$ cat src/rtl/vga_timing_gen_if.sv
// VGA raster timing bundle: coordinates, syncs, blank and frame pulses.
// frame_count exists only when VGA_FRAME_COUNT_EN is defined.
interface vga_timing_gen_if;
  logic [9:0] DrawX;
  logic [9:0] DrawY;
  logic       hs;
  logic       vs;
  logic       blank;
  logic       frame_start;
  logic       vblank_start;
`ifdef VGA_FRAME_COUNT_EN
  logic [7:0] frame_count;

  modport master (
    output DrawX, DrawY, hs, vs, blank,
    output frame_start, vblank_start, frame_count
  );
  modport slave (
    input DrawX, DrawY, hs, vs, blank,
    input frame_start, vblank_start, frame_count
  );
`else
  modport master (
    output DrawX, DrawY, hs, vs, blank,
    output frame_start, vblank_start
  );
  modport slave (
    input DrawX, DrawY, hs, vs, blank,
    input frame_start, vblank_start
  );
`endif
endinterface

$ cat src/rtl/vga_timing_gen.sv
// VGA 640x480@60 raster timing generator, fully registered outputs.
// Optional VGA_FRAME_COUNT_EN adds an 8-bit frame counter.
module vga_timing_gen #(
  parameter int unsigned H_VISIBLE = 640,
  parameter int unsigned H_FRONT   = 16,
  parameter int unsigned H_SYNC    = 96,
  parameter int unsigned H_BACK    = 48,
  parameter int unsigned V_VISIBLE = 480,
  parameter int unsigned V_FRONT   = 10,
  parameter int unsigned V_SYNC    = 2,
  parameter int unsigned V_BACK    = 33
) (
  input  logic             vga_clk,
  input  logic             reset_n,
  vga_timing_gen_if.master vga
);

  localparam int unsigned H_TOT = H_VISIBLE + H_FRONT + H_SYNC + H_BACK;
  localparam int unsigned V_TOT = V_VISIBLE + V_FRONT + V_SYNC + V_BACK;

  localparam logic [9:0]  H_MAX = 10'(H_TOT - 1);
  localparam logic [9:0]  V_MAX = 10'(V_TOT - 1);
  localparam logic [9:0]  V_VIS = 10'(V_VISIBLE);
  localparam logic [10:0] H_VIS = 11'(H_VISIBLE);
  localparam logic [10:0] V_VISW = 11'(V_VISIBLE);
  localparam logic [10:0] HS_START = 11'(H_VISIBLE + H_FRONT);
  localparam logic [10:0] HS_END = 11'(H_VISIBLE + H_FRONT + H_SYNC);
  localparam logic [10:0] VS_START = 11'(V_VISIBLE + V_FRONT);
  localparam logic [10:0] VS_END = 11'(V_VISIBLE + V_FRONT + V_SYNC);

  logic [9:0] x_q, x_d;
  logic [9:0] y_q, y_d;
  logic       hs_q, hs_d;
  logic       vs_q, vs_d;
  logic       blank_q, blank_d;
  logic       fs_q, fs_d;
  logic       vb_q, vb_d;
  logic [10:0] xw, yw;

  always_comb begin
    x_d = x_q + 10'd1;
    y_d = y_q;
    if (x_q == H_MAX) begin
      x_d = '0;
      y_d = (y_q == V_MAX) ? '0 : y_q + 10'd1;
    end
    xw = {1'b0, x_d};
    yw = {1'b0, y_d};
    // Flags come from the next coordinates so they line up with them.
    hs_d    = !(xw >= HS_START && xw < HS_END);
    vs_d    = !(yw >= VS_START && yw < VS_END);
    blank_d = (xw < H_VIS) && (yw < V_VISW);
    fs_d    = (x_d == '0) && (y_d == '0);
    vb_d    = (x_d == '0) && (y_d == V_VIS);
  end

  always_ff @(posedge vga_clk) begin
    if (!reset_n) begin
      x_q     <= '0;
      y_q     <= '0;
      hs_q    <= 1'b1;
      vs_q    <= 1'b1;
      blank_q <= 1'b1;
      fs_q    <= 1'b0;
      vb_q    <= 1'b0;
    end else begin
      x_q     <= x_d;
      y_q     <= y_d;
      hs_q    <= hs_d;
      vs_q    <= vs_d;
      blank_q <= blank_d;
      fs_q    <= fs_d;
      vb_q    <= vb_d;
    end
  end

  assign vga.DrawX        = x_q;
  assign vga.DrawY        = y_q;
  assign vga.hs           = hs_q;
  assign vga.vs           = vs_q;
  assign vga.blank        = blank_q;
  assign vga.frame_start  = fs_q;
  assign vga.vblank_start = vb_q;

`ifdef VGA_FRAME_COUNT_EN
  logic [7:0] fc_q, fc_d;

  always_comb begin
    fc_d = fc_q + {7'd0, vb_d};
  end

  always_ff @(posedge vga_clk) begin
    if (!reset_n) fc_q <= '0;
    else          fc_q <= fc_d;
  end

  assign vga.frame_count = fc_q;
`endif

endmodule

$ cat src/flat_wrapper.sv
// flat-port wrapper written by rule: the top's interface ports become plain ports
module vga_timing_gen_flat 
#(
  parameter int unsigned H_VISIBLE = 640,
  parameter int unsigned H_FRONT   = 16,
  parameter int unsigned H_SYNC    = 96,
  parameter int unsigned H_BACK    = 48,
  parameter int unsigned V_VISIBLE = 480,
  parameter int unsigned V_FRONT   = 10,
  parameter int unsigned V_SYNC    = 2,
  parameter int unsigned V_BACK    = 33
)
  (vga_clk, reset_n, vga_DrawX, vga_DrawY, vga_hs, vga_vs, vga_blank, vga_frame_start, vga_vblank_start);
  vga_timing_gen_if vga_i ();
  input  logic vga_clk;
  input  logic reset_n;
  output wire logic [$bits(vga_i.DrawX)-1:0] vga_DrawX;
  output wire logic [$bits(vga_i.DrawY)-1:0] vga_DrawY;
  output wire logic [$bits(vga_i.hs)-1:0] vga_hs;
  output wire logic [$bits(vga_i.vs)-1:0] vga_vs;
  output wire logic [$bits(vga_i.blank)-1:0] vga_blank;
  output wire logic [$bits(vga_i.frame_start)-1:0] vga_frame_start;
  output wire logic [$bits(vga_i.vblank_start)-1:0] vga_vblank_start;
  assign vga_DrawX = vga_i.DrawX;
  assign vga_DrawY = vga_i.DrawY;
  assign vga_hs = vga_i.hs;
  assign vga_vs = vga_i.vs;
  assign vga_blank = vga_i.blank;
  assign vga_frame_start = vga_i.frame_start;
  assign vga_vblank_start = vga_i.vblank_start;
  vga_timing_gen #(.H_VISIBLE(H_VISIBLE), .H_FRONT(H_FRONT), .H_SYNC(H_SYNC), .H_BACK(H_BACK), .V_VISIBLE(V_VISIBLE), .V_FRONT(V_FRONT), .V_SYNC(V_SYNC), .V_BACK(V_BACK)) u_core (.vga_clk(vga_clk), .reset_n(reset_n), .vga(vga_i));
endmodule
$ cat config.mk
export PLATFORM = sky130hd
export DESIGN_NAME = vga_timing_gen_flat
export DESIGN_NICKNAME = d
export VERILOG_FILES = /design/src/rtl/vga_timing_gen_if.sv /design/src/rtl/vga_timing_gen.sv /design/src/flat_wrapper.sv
export SDC_FILE = /design/constraint.sdc
export NUM_CORES = 1
export LEC_CHECK = 0
export CAP_MARGIN = 20
export CORE_MARGIN = 4
export CORE_UTILIZATION = 55
export CTS_CLUSTER_DIAMETER = 120
export DETAILED_ROUTE_END_ITERATION = 10
export PLACE_DENSITY = 0.82
export SYNTH_ARGS = -nofsm -noshare
export SYNTH_HDL_FRONTEND = slang
export SYNTH_SLANG_ARGS = --single-unit
export TNS_END_PERCENT = 50
$ cat constraint.sdc
create_clock -name vga_clk -period 5 [get_ports vga_clk]
set_input_delay 1.5 -clock vga_clk [delete_from_list [all_inputs] [get_ports vga_clk]]
set_output_delay 1.5 -clock vga_clk [all_outputs]
set_load 0.03 [all_outputs]
==> results.py, run 1 <==
metrics = {
    "yosys": {
        "yosys_register_bits": 25,
        "ys_warn_count": 0,
        "synth_cells": 173,
        "yosysSeqAreaShare_pct": 34.10,
        "synthMuxAreaShare_pct": 0.6820,
        "synth_top_area_share_pct": 34.10,
        "syn-num-nets": 178,
        "netlist_area_sq_um": 1468,
        "synth_top_family_by_area": "simple AND/OR/NAND/NOR gates",
        "ys.flop_type": "dfxtp_1",
        "avgSynthCellArea_sq_um": 8.484,
        "synth_adder_area_share_pct": 2.558,
        "synth_simple_gate_area_share_pct": 33.16,
        "synth_xor_area_share_pct": 7.161,
        "yosysTopAreaCell": "dfxtp_1",
        "synth_edf_count": 0,
        "synth.area.top_cells": "dfxtp_1 34%, xnor2_1 4.8%, nor2_1 4.1%",
        "synth_compound_area_share_pct": 17.14,
        "synth.distinct_cells": 47,
        "async_flop_share_pct": 0,
    },
    "drt": {
        "drt_iter0_markers": 56,
        "routed_wl_um": 3402,
        "detail-route-antenna-nets": 0,
        "firstDrtPassIters": 4,
        "vias": 1376,
        "drcViolationCount": 0,
        "vias_per_cell": 6.143,
        "wl_per_cell_um": 15.19,
    },
    "placed_design": {
        "io_buffer_count": 26,
        "placed_area_sq_um": 1708,
        "gpl.final_weighted_congestion": 0.8487,
        "preCtsSetupSlack_ns": 1.835,
        "dp_hpwl_um": 2478,
    },
    "final_layout": {
        "design_area_sq_um": 1735,
        "fill_cells": 209,
        "layout-drive-gt1-share_pct": 6.701,
        "final_common_cell": "clkdlybuf4s50_1",
        "nets": 200,
        "multi_input_area_sq_um": 890.9,
        "syn_to_final_growth_pct": 18.24,
        "final-seq-area_sq_um": 500.5,
        "diodes": 0,
        "layout_common_cells": "26 x clkdlybuf4s50_1, 25 x dfxtp_1, 16 x nor2_1",
    },
    "flow_run": {
        "maxCapViolations": 0,
    },
    "timing": {
        "relSlewSlack_pct": 64.41,
        "fmax_ghz": 0.3167,
        "final.setup_skew_ns": 0.002236,
        "setup_tns_ns": 0,
        "hold_viol": 0,
        "drv_slew": 0,
        "period_share_pct": 63.16,
        "rsz0062_at_grt": "false",
        "max_slew.worst_pin.slew_ns": 0.5322,
        "setup_violations": 0,
        "min_period_ns": 3.158,
        "finalWorstSetupSlack_ns": 1.842,
    },
    "setup_path": {
        "path_cells": "clkdlybuf4s50_1",
        "reg2reg_from": "u_core.vga.DrawX[1]",
        "crit_buf_inv": 1,
        "cp_max_fo": 12,
        "critPathTopFamily": "buffers and inverters",
        "end_kind": "primary output",
        "slowest_delay_ns": 0.76,
        "crit_type": "reg2out",
        "crit_arrival_ns": 1.66,
        "slowest_stage": "clkdlybuf4s50_1",
        "startpoint_type": "flop",
        "cp.required_ns": 3.50,
        "startpoint": "u_core.vga.DrawX[6]",
    },
    "floorplan": {
        "placeableCoreArea_sq_um": 2500,
        "initial_core_util_pct": 58.71,
        "rows": 18,
        "ios": 27,
        "die_w_um": 59.66,
        "dieArea_sq_um": 3559,
        "die-height_um": 59.66,
    },
    "clocking": {
        "cts_root_buffer": "clkbuf_4",
        "cts_tree": "done",
        "cts_buffers": 3,
        "htreeDepth": 1,
        "clock_latency_ns": 0.33,
        "ctsHoldBuffers": 0,
        "cts_resized": 0,
        "cts_sinks": 25,
        "postCtsSetupBuffers": 0,
        "clk_pin_slew_ns": 0.14,
        "clk_path_buf_depth": 2,
    },
    "power_and_ir_drop": {
        "ir_worst_vdd_uv": 142.5,
        "powerDensity_nw_per_um2": 189.6,
        "leakage_uw": 0.0005763,
    },
    "grt": {
        "track_usage_pct": 20.59,
        "grt_pass1_wl_um": 5664,
        "grt_pass1_vias": 1300,
        "grt_overflow_total": 0,
        "grt_antenna_before_repair": 0,
        "grt_max_degree": 18,
    },
    "hold_path": {
        "min_path_type": "reg2reg",
        "min_from": "u_core.vga.DrawX[0]",
    },
    "outcome": {
        "outcome": "completed",
    },
}
routing by layer:
| metal | global-route usage [%] | wire length (um) | vias to the layer above |
|---|---|---|---|
| met1 | 26.35 | 1582 | 643 |
| met3 | 4.320 | 186 | 9 |
| met4 | 11.39 | 71 | 0 |
| li1 | - | - | 675 |
| met5 | 0 | 0 | - |
| met2 | 31.94 | 1561 | 49 |
synthesized netlist by cell type, types with 2 or more instances:
cell / instances
and3_1: 4
ha_1: 3
nor2_1: 16
nor3_2: 2
dfxtp_1: 25
nand3_1: 10
o31a_1: 2
o22ai_1: 2
nor3_1: 5
and4_1: 3
buf_4: 3
nor2b_1: 5
xnor2_1: 8
a31oi_1: 4
and2_1: 9
o22a_1: 2
nand2_1: 13
xor2_1: 4
nor4_1: 4
nand4_1: 6
buf_2: 4
a21oi_1: 5
o21ai_0: 6
inv_1: 5
path summary, 6_finish.rpt:
path,slack [ns],cells after the start,end
worst min-delay path,0.54,1,u_core.vga.DrawX[0]
worst max-delay path,1.84,1,vga_DrawX[6]
worst min register to register,0.54,1,u_core.vga.DrawX[0]
worst max register to register,2.24,7,u_core.vga.frame_start
through the flow:
step	hold slack (ns)	cells	power (uW)	util [%]
after global routing	0.6137	224	338.4	69.42
after detailed placement	0.5098	220	238.3	68.32
after CTS	0.5411	224	328.4	69.42
final	0.5395	224	329.0	69.42
after floorplan	0.6014	173	228.1	-
after global placement	0.4989	220	237.5	68.32
kinds of logic (layout without fill, tap and decap cells):
logic type / count (synthesis) / after routing
AND/OR/NAND/NOR: 85 / 85
AO/OA/AOI/OAI: 33 / 33
flip-flops: 25 / 25
buffers and inverters: 14 / 35
XOR/XNOR: 12 / 12
adder cells (fa/ha/maj): 3 / 3
multiplexers: 1 / 1
cell type report:
class / count / share of cell area [%]
multi-input cells: 134 / 51.33
flip-flops and latches: 25 / 28.84
repair buffers: 26 / 15.00
well taps: 30 / 2.163
clock buffers: 3 / 1.298
inverters: 5 / 1.081
clock inverters: 1 / 0.2884
flip-flops by register name, indices dropped and copies added (netlist names):
signal,flops
u_core.vga.blank,1
u_core.vga.vblank_start,1
u_core.vga.DrawX,10
u_core.vga.DrawY,10
u_core.vga.hs,1
u_core.vga.vs,1
u_core.vga.frame_start,1
where the power goes:
| group | leakage [uW] | switching (uW) | internal (uW) |
|---|---|---|---|
| Clock | 0.0000177 | 64.6 | 30.1 |
| Combinational | 0.000356 | 15.3 | 11.4 |
| Sequential | 0.000202 | 5.47 | 202 |
| Total | 0.000576 | 85.4 | 244 |
Note: power is estimated with default switching activity, not from simulation.
==> run 2, diff against run 1 <==
--- a/config.mk
+++ b/config.mk
@@ -7,10 +7,10 @@
 export LEC_CHECK = 0
 export CAP_MARGIN = 20
 export CORE_MARGIN = 4
-export CORE_UTILIZATION = 55
+export CORE_UTILIZATION = 51
 export CTS_CLUSTER_DIAMETER = 120
 export DETAILED_ROUTE_END_ITERATION = 10
-export PLACE_DENSITY = 0.82
+export PLACE_DENSITY = 0.77
 export SYNTH_ARGS = -nofsm -noshare
 export SYNTH_HDL_FRONTEND = slang
 export SYNTH_SLANG_ARGS = --single-unit
==> constraint.sdc (replaced) <==
create_clock -name vga_clk -period 3.2 [get_ports vga_clk]
set_input_delay 0.96 -clock vga_clk [delete_from_list [all_inputs] [get_ports vga_clk]]
set_output_delay 0.96 -clock vga_clk [all_outputs]
set_load 0.03 [all_outputs]
==> run 2 against run 1 <==
Against the previous run:
- first-iteration DRC count is 16% lower
- global-route usage is 0.34 points higher
- non-clock buffer count is 2 higher
- final area is 0.94% higher
- wire length is 1.9% higher
- sequential power is 56% higher
- die area is 6.8% higher
- register-to-register slack worse by 1.6 ns
- critical path depth stayed put
- count of clock-buffer cells in the layout stayed put
- utilization is 5.9 points lower
- critical endpoint is now vga_DrawX[4]
==> results.py, run 2 (synthesis gave the netlist of run 1 again) <==
metrics = {
    "hold_path": {
        "min_path_type": "reg2reg",
        "min_from": "u_core.vga.DrawX[0]",
        "holdPathStages": 1,
    },
    "floorplan": {
        "die_w_um": 61.65,
        "ios": 27,
        "rows": 19,
        "dieArea_sq_um": 3800,
        "placeableCoreArea_sq_um": 2758,
        "die-height_um": 61.65,
        "initial_core_util_pct": 53.22,
    },
    "drt": {
        "wl_per_cell_um": 15.26,
        "routed_wl_um": 3465,
        "detail-route-antenna-nets": 0,
        "firstDrtPassIters": 4,
        "vias_per_cell": 6.022,
        "drcViolationCount": 0,
        "drt_iter0_markers": 47,
        "vias": 1367,
    },
    "final_layout": {
        "fill_cells": 250,
        "final-seq-area_sq_um": 500.5,
        "nets": 202,
        "syn_to_final_growth_pct": 19.35,
        "layout_common_cells": "26 x clkdlybuf4s50_1, 25 x dfxtp_1, 16 x nor2_1",
        "layout-drive-gt1-share_pct": 7.653,
        "diodes": 0,
        "multi_input_area_sq_um": 890.9,
        "final_common_cell": "clkdlybuf4s50_1",
    },
    "clocking": {
        "cts_buffers": 3,
        "cts_tree": "done",
        "clock_latency_ns": 0.33,
        "clk_path_buf_depth": 2,
        "clk_pin_slew_ns": 0.13,
        "htreeDepth": 1,
        "cts_resized": 0,
        "cts_root_buffer": "clkbuf_4",
        "postCtsSetupBuffers": 0,
        "cts_sinks": 25,
        "ctsHoldBuffers": 0,
    },
    "grt": {
        "grt_pass1_wl_um": 6009,
        "grt_pass1_vias": 1296,
        "grt_max_degree": 18,
        "track_usage_pct": 20.92,
        "grt_overflow_total": 0,
        "grt_antenna_before_repair": 0,
    },
    "setup_path": {
        "crit_arrival_ns": 1.67,
        "reg2reg_from": "u_core.vga.DrawX[0]",
        "cp.depth": 1,
        "slowest_delay_ns": 0.75,
        "critPathTopFamily": "buffers and inverters",
        "end_kind": "primary output",
        "cp_max_fo": 12,
        "reg2regPathDepth": 7,
        "crit_buf_inv": 1,
        "r2r_setup_slack_ns": 0.62,
        "startpoint_type": "flop",
        "path_cells": "clkdlybuf4s50_1",
        "slowest_stage": "clkdlybuf4s50_1",
        "cp.required_ns": 2.24,
        "startpoint": "u_core.vga.DrawX[4]",
        "crit_type": "reg2out",
    },
    "timing": {
        "rsz0062_at_grt": "false",
        "max_slew.worst_pin.slew_ns": 0.4243,
        "hold_viol": 0,
        "final.setup_skew_ns": 0.009083,
        "min_period_ns": 2.634,
        "holdWs_ns": 0.5513,
        "period_share_pct": 82.33,
        "drv_slew": 0,
        "relSlewSlack_pct": 71.67,
        "fmax_ghz": 0.3796,
        "setup_violations": 0,
        "setup_tns_ns": 0,
    },
    "outcome": {
        "outcome": "completed",
    },
    "power_and_ir_drop": {
        "leakage_uw": 0.0005865,
        "powerDensity_nw_per_um2": 291.1,
        "ir_worst_vdd_uv": 276.8,
    },
    "flow_run": {
        "maxCapViolations": 0,
    },
    "placed_design": {
        "io_buffer_count": 26,
        "gpl.final_weighted_congestion": 0.8530,
        "dp_hpwl_um": 2550,
    },
}
==> run 2: layer usage <==
| layer | share of wire [%] | track usage (%) | wire [um] | vias up |
|---|---|---|---|---|
| li1 | - | - | - | 684 |
| met1 | 49 | 29.58 | 1682 | 632 |
| met2 | 44 | 32.14 | 1540 | 44 |
| met3 | 5.5 | 4.193 | 192 | 7 |
| met4 | 1.4 | 6.061 | 49 | 0 |
| met5 | 0 | 0 | 0 | - |
==> run 2: path summary, 6_finish.rpt <==
kind,endpoint
worst max-delay path,vga_DrawX[4]
worst min-delay path,u_core.vga.DrawX[0]
worst max register to register,u_core.vga.frame_start
worst min register to register,u_core.vga.DrawX[0]
==> run 2: power by group <==
part	switching (uW)	internal, uW
sequential	8.30	316
clock	97.0	46.9
combinational	23.3	18.6
total	129	381
==> run 2: cell type report <==
| type | count | area share, % |
|---|---|---|
| Multi-Input combinational cell | 134 | 50.86 |
| Sequential cell | 25 | 28.57 |
| Timing Repair Buffer | 28 | 15.71 |
| Tap cell | 31 | 2.214 |
| Clock buffer | 3 | 1.286 |
| Inverter | 5 | 1.071 |
| Clock inverter | 1 | 0.2857 |
==> run 2: metrics by stage <==
step                setup WS, ns  utilization (%)  instance area (sq um)  power, uW  cells
finish                    0.5655            63.52                   1752      509.9    227
global route              0.3598            63.52                   1752      533.3    227
CTS                       0.5652            63.52                   1752      516.3    227
detailed placement        0.6650            62.52                   1724      372.7    223
global placement          0.8502            62.52                   1724      371.0    223
floorplan                 0.7940                -                   1468      356.4    173
==> run 3, diff against run 2 <==
==> constraint.sdc (replaced) <==
create_clock -name vga_clk -period 2.5 [get_ports vga_clk]
set_input_delay 0.75 -clock vga_clk [delete_from_list [all_inputs] [get_ports vga_clk]]
set_output_delay 0.75 -clock vga_clk [all_outputs]
set_load 0.03 [all_outputs]
==> run 3 against run 2 <==
Against the previous run:
- global-route usage decreased by 0.42 points
- sequential cell count unchanged
- wire length is 0.32% higher
- combinational power rose by 39%
- final cell count up 1.8%
- clock power up 27%
- sequential power rose by 28%
- first-iteration DRC count grew 2.1%
- critical path depth did not move
- die area unchanged
- non-clock buffer count is 4 higher
- critical path type unchanged
- largest cell class unchanged
==> results.py, run 3 (synthesis gave the netlist of run 1 again) <==
metrics = {
    "floorplan": {
        "dieArea_sq_um": 3800,
        "rows": 19,
        "die_w_um": 61.65,
        "ios": 27,
        "placeableCoreArea_sq_um": 2758,
        "die-height_um": 61.65,
        "initial_core_util_pct": 53.22,
    },
    "timing": {
        "hold_viol": 0,
        "final.setup_skew_ns": 0.003099,
        "holdWs_ns": 0.5051,
        "drv_slew": 0,
        "period_share_pct": 94.87,
        "min_period_ns": 2.372,
        "max_slew.worst_pin.slew_ns": 0.3830,
        "relSlewSlack_pct": 74.34,
        "fmax_ghz": 0.4216,
        "rsz0062_at_grt": "false",
        "setup_tns_ns": 0,
        "setup_violations": 0,
    },
    "clocking": {
        "ctsHoldBuffers": 0,
        "cts_root_buffer": "clkbuf_4",
        "cts_sinks": 25,
        "htreeDepth": 1,
        "cts_resized": 0,
        "clk_path_buf_depth": 2,
        "postCtsSetupBuffers": 0,
        "clock_latency_ns": 0.32,
        "cts_buffers": 3,
        "cts_tree": "done",
        "clk_pin_slew_ns": 0.13,
    },
    "grt": {
        "grt_pass1_vias": 1272,
        "grt_max_degree": 17,
        "track_usage_pct": 20.51,
        "grt_overflow_total": 0,
        "grt_antenna_before_repair": 0,
        "grt_pass1_wl_um": 5809,
    },
    "final_layout": {
        "layout-drive-gt1-share_pct": 11.50,
        "syn_to_final_growth_pct": 22.85,
        "diodes": 0,
        "final_common_cell": "clkdlybuf4s50_1",
        "layout_common_cells": "26 x clkdlybuf4s50_1, 24 x dfxtp_1, 16 x nor2_1",
        "nets": 206,
        "design_area_sq_um": 1803,
    },
    "setup_path": {
        "crit_buf_inv": 1,
        "r2r_setup_slack_ns": 0.15,
        "reg2reg_from": "u_core.vga.DrawX[1]",
        "crit_arrival_ns": 1.62,
        "startpoint": "u_core.vga.DrawX[5]",
        "reg2regPathDepth": 8,
        "path_cells": "clkdlybuf4s50_1",
        "r2r_end": "u_core.vga.frame_start",
        "cp_max_fo": 12,
        "startpoint_type": "flop",
        "slowest_delay_ns": 0.74,
        "slowest_stage": "clkdlybuf4s50_1",
        "cp.depth": 1,
        "cp.required_ns": 1.75,
        "crit_type": "reg2out",
        "critPathTopFamily": "buffers and inverters",
        "end_kind": "primary output",
    },
    "drt": {
        "vias_per_cell": 6.186,
        "drt_iter0_markers": 48,
        "drcViolationCount": 0,
        "vias": 1429,
        "wl_per_cell_um": 15.05,
        "routed_wl_um": 3476,
        "detail-route-antenna-nets": 0,
        "firstDrtPassIters": 4,
    },
    "power_and_ir_drop": {
        "leakage_uw": 0.0006001,
        "powerDensity_nw_per_um2": 363.6,
        "ir_worst_vdd_uv": 325.8,
    },
    "hold_path": {
        "holdPathStages": 1,
        "min_from": "u_core.vga.DrawX[0]",
        "holdPathEnd": "u_core.vga.DrawX[0]",
        "min_path_type": "reg2reg",
    },
    "placed_design": {
        "dp_hpwl_um": 2566,
        "placed_area_sq_um": 1754,
        "gpl.final_weighted_congestion": 0.8314,
        "io_buffer_count": 26,
    },
    "flow_run": {
        "maxCapViolations": 0,
    },
    "outcome": {
        "outcome": "completed",
    },
}
run 3: report_power, final:
part / internal, uW / total, uW / switching [uW] / leakage, uW
clock: 62.4 / 183 / 120 / 0.0000150
combinational: 27.2 / 58.1 / 30.8 / 0.000383
sequential: 404 / 415 / 10.5 / 0.000202
run 3: through the flow:
| step | total power [uW] | setup slack [ns] | std cells | utilization (%) |
|---|---|---|---|---|
| after floorplan | 456.2 | 0.09395 | 173 | - |
| after global placement | 479.6 | 0.2548 | 227 | 63.61 |
| after detailed placement | 480.1 | 0.1185 | 227 | 63.61 |
| after CTS | 655.5 | 0.1195 | 231 | 64.56 |
| after global routing | 682.2 | 0.004039 | 231 | 65.38 |
| final | 655.5 | 0.1282 | 231 | 65.38 |
run 3: layout make-up:
class	instances	area [sq um]
Timing Repair Buffer	32	305.3
Multi-Input combinational cell	134	912.1
Tap cell	31	38.79
Fill cell	229	954.7
Clock buffer	4	26.28
Sequential cell	25	501.7
Inverter	5	18.77
run 3: how the worst max path moves through the flow:
| stage | endpoint | slack, ns |
|---|---|---|
| final | vga_DrawX[5] | 0.13 |
| after global routing | u_core.vga.vs | 0.004 |
| after CTS | u_core.vga.vs | 0.12 |
| after detailed placement | u_core.vga.vs | 0.12 |
| after global placement | u_core.vga.frame_start | 0.25 |
| after floorplan | u_core.vga.frame_start | 0.09 |
run 3: routing by layer:
layer	track usage [%]	up-vias	part of all wire (%)
met2	32.29	65	46
li1	-	686	-
met5	0	-	0
met3	2.935	5	6.8
met4	6.970	0	1.2
met1	28.61	673	46
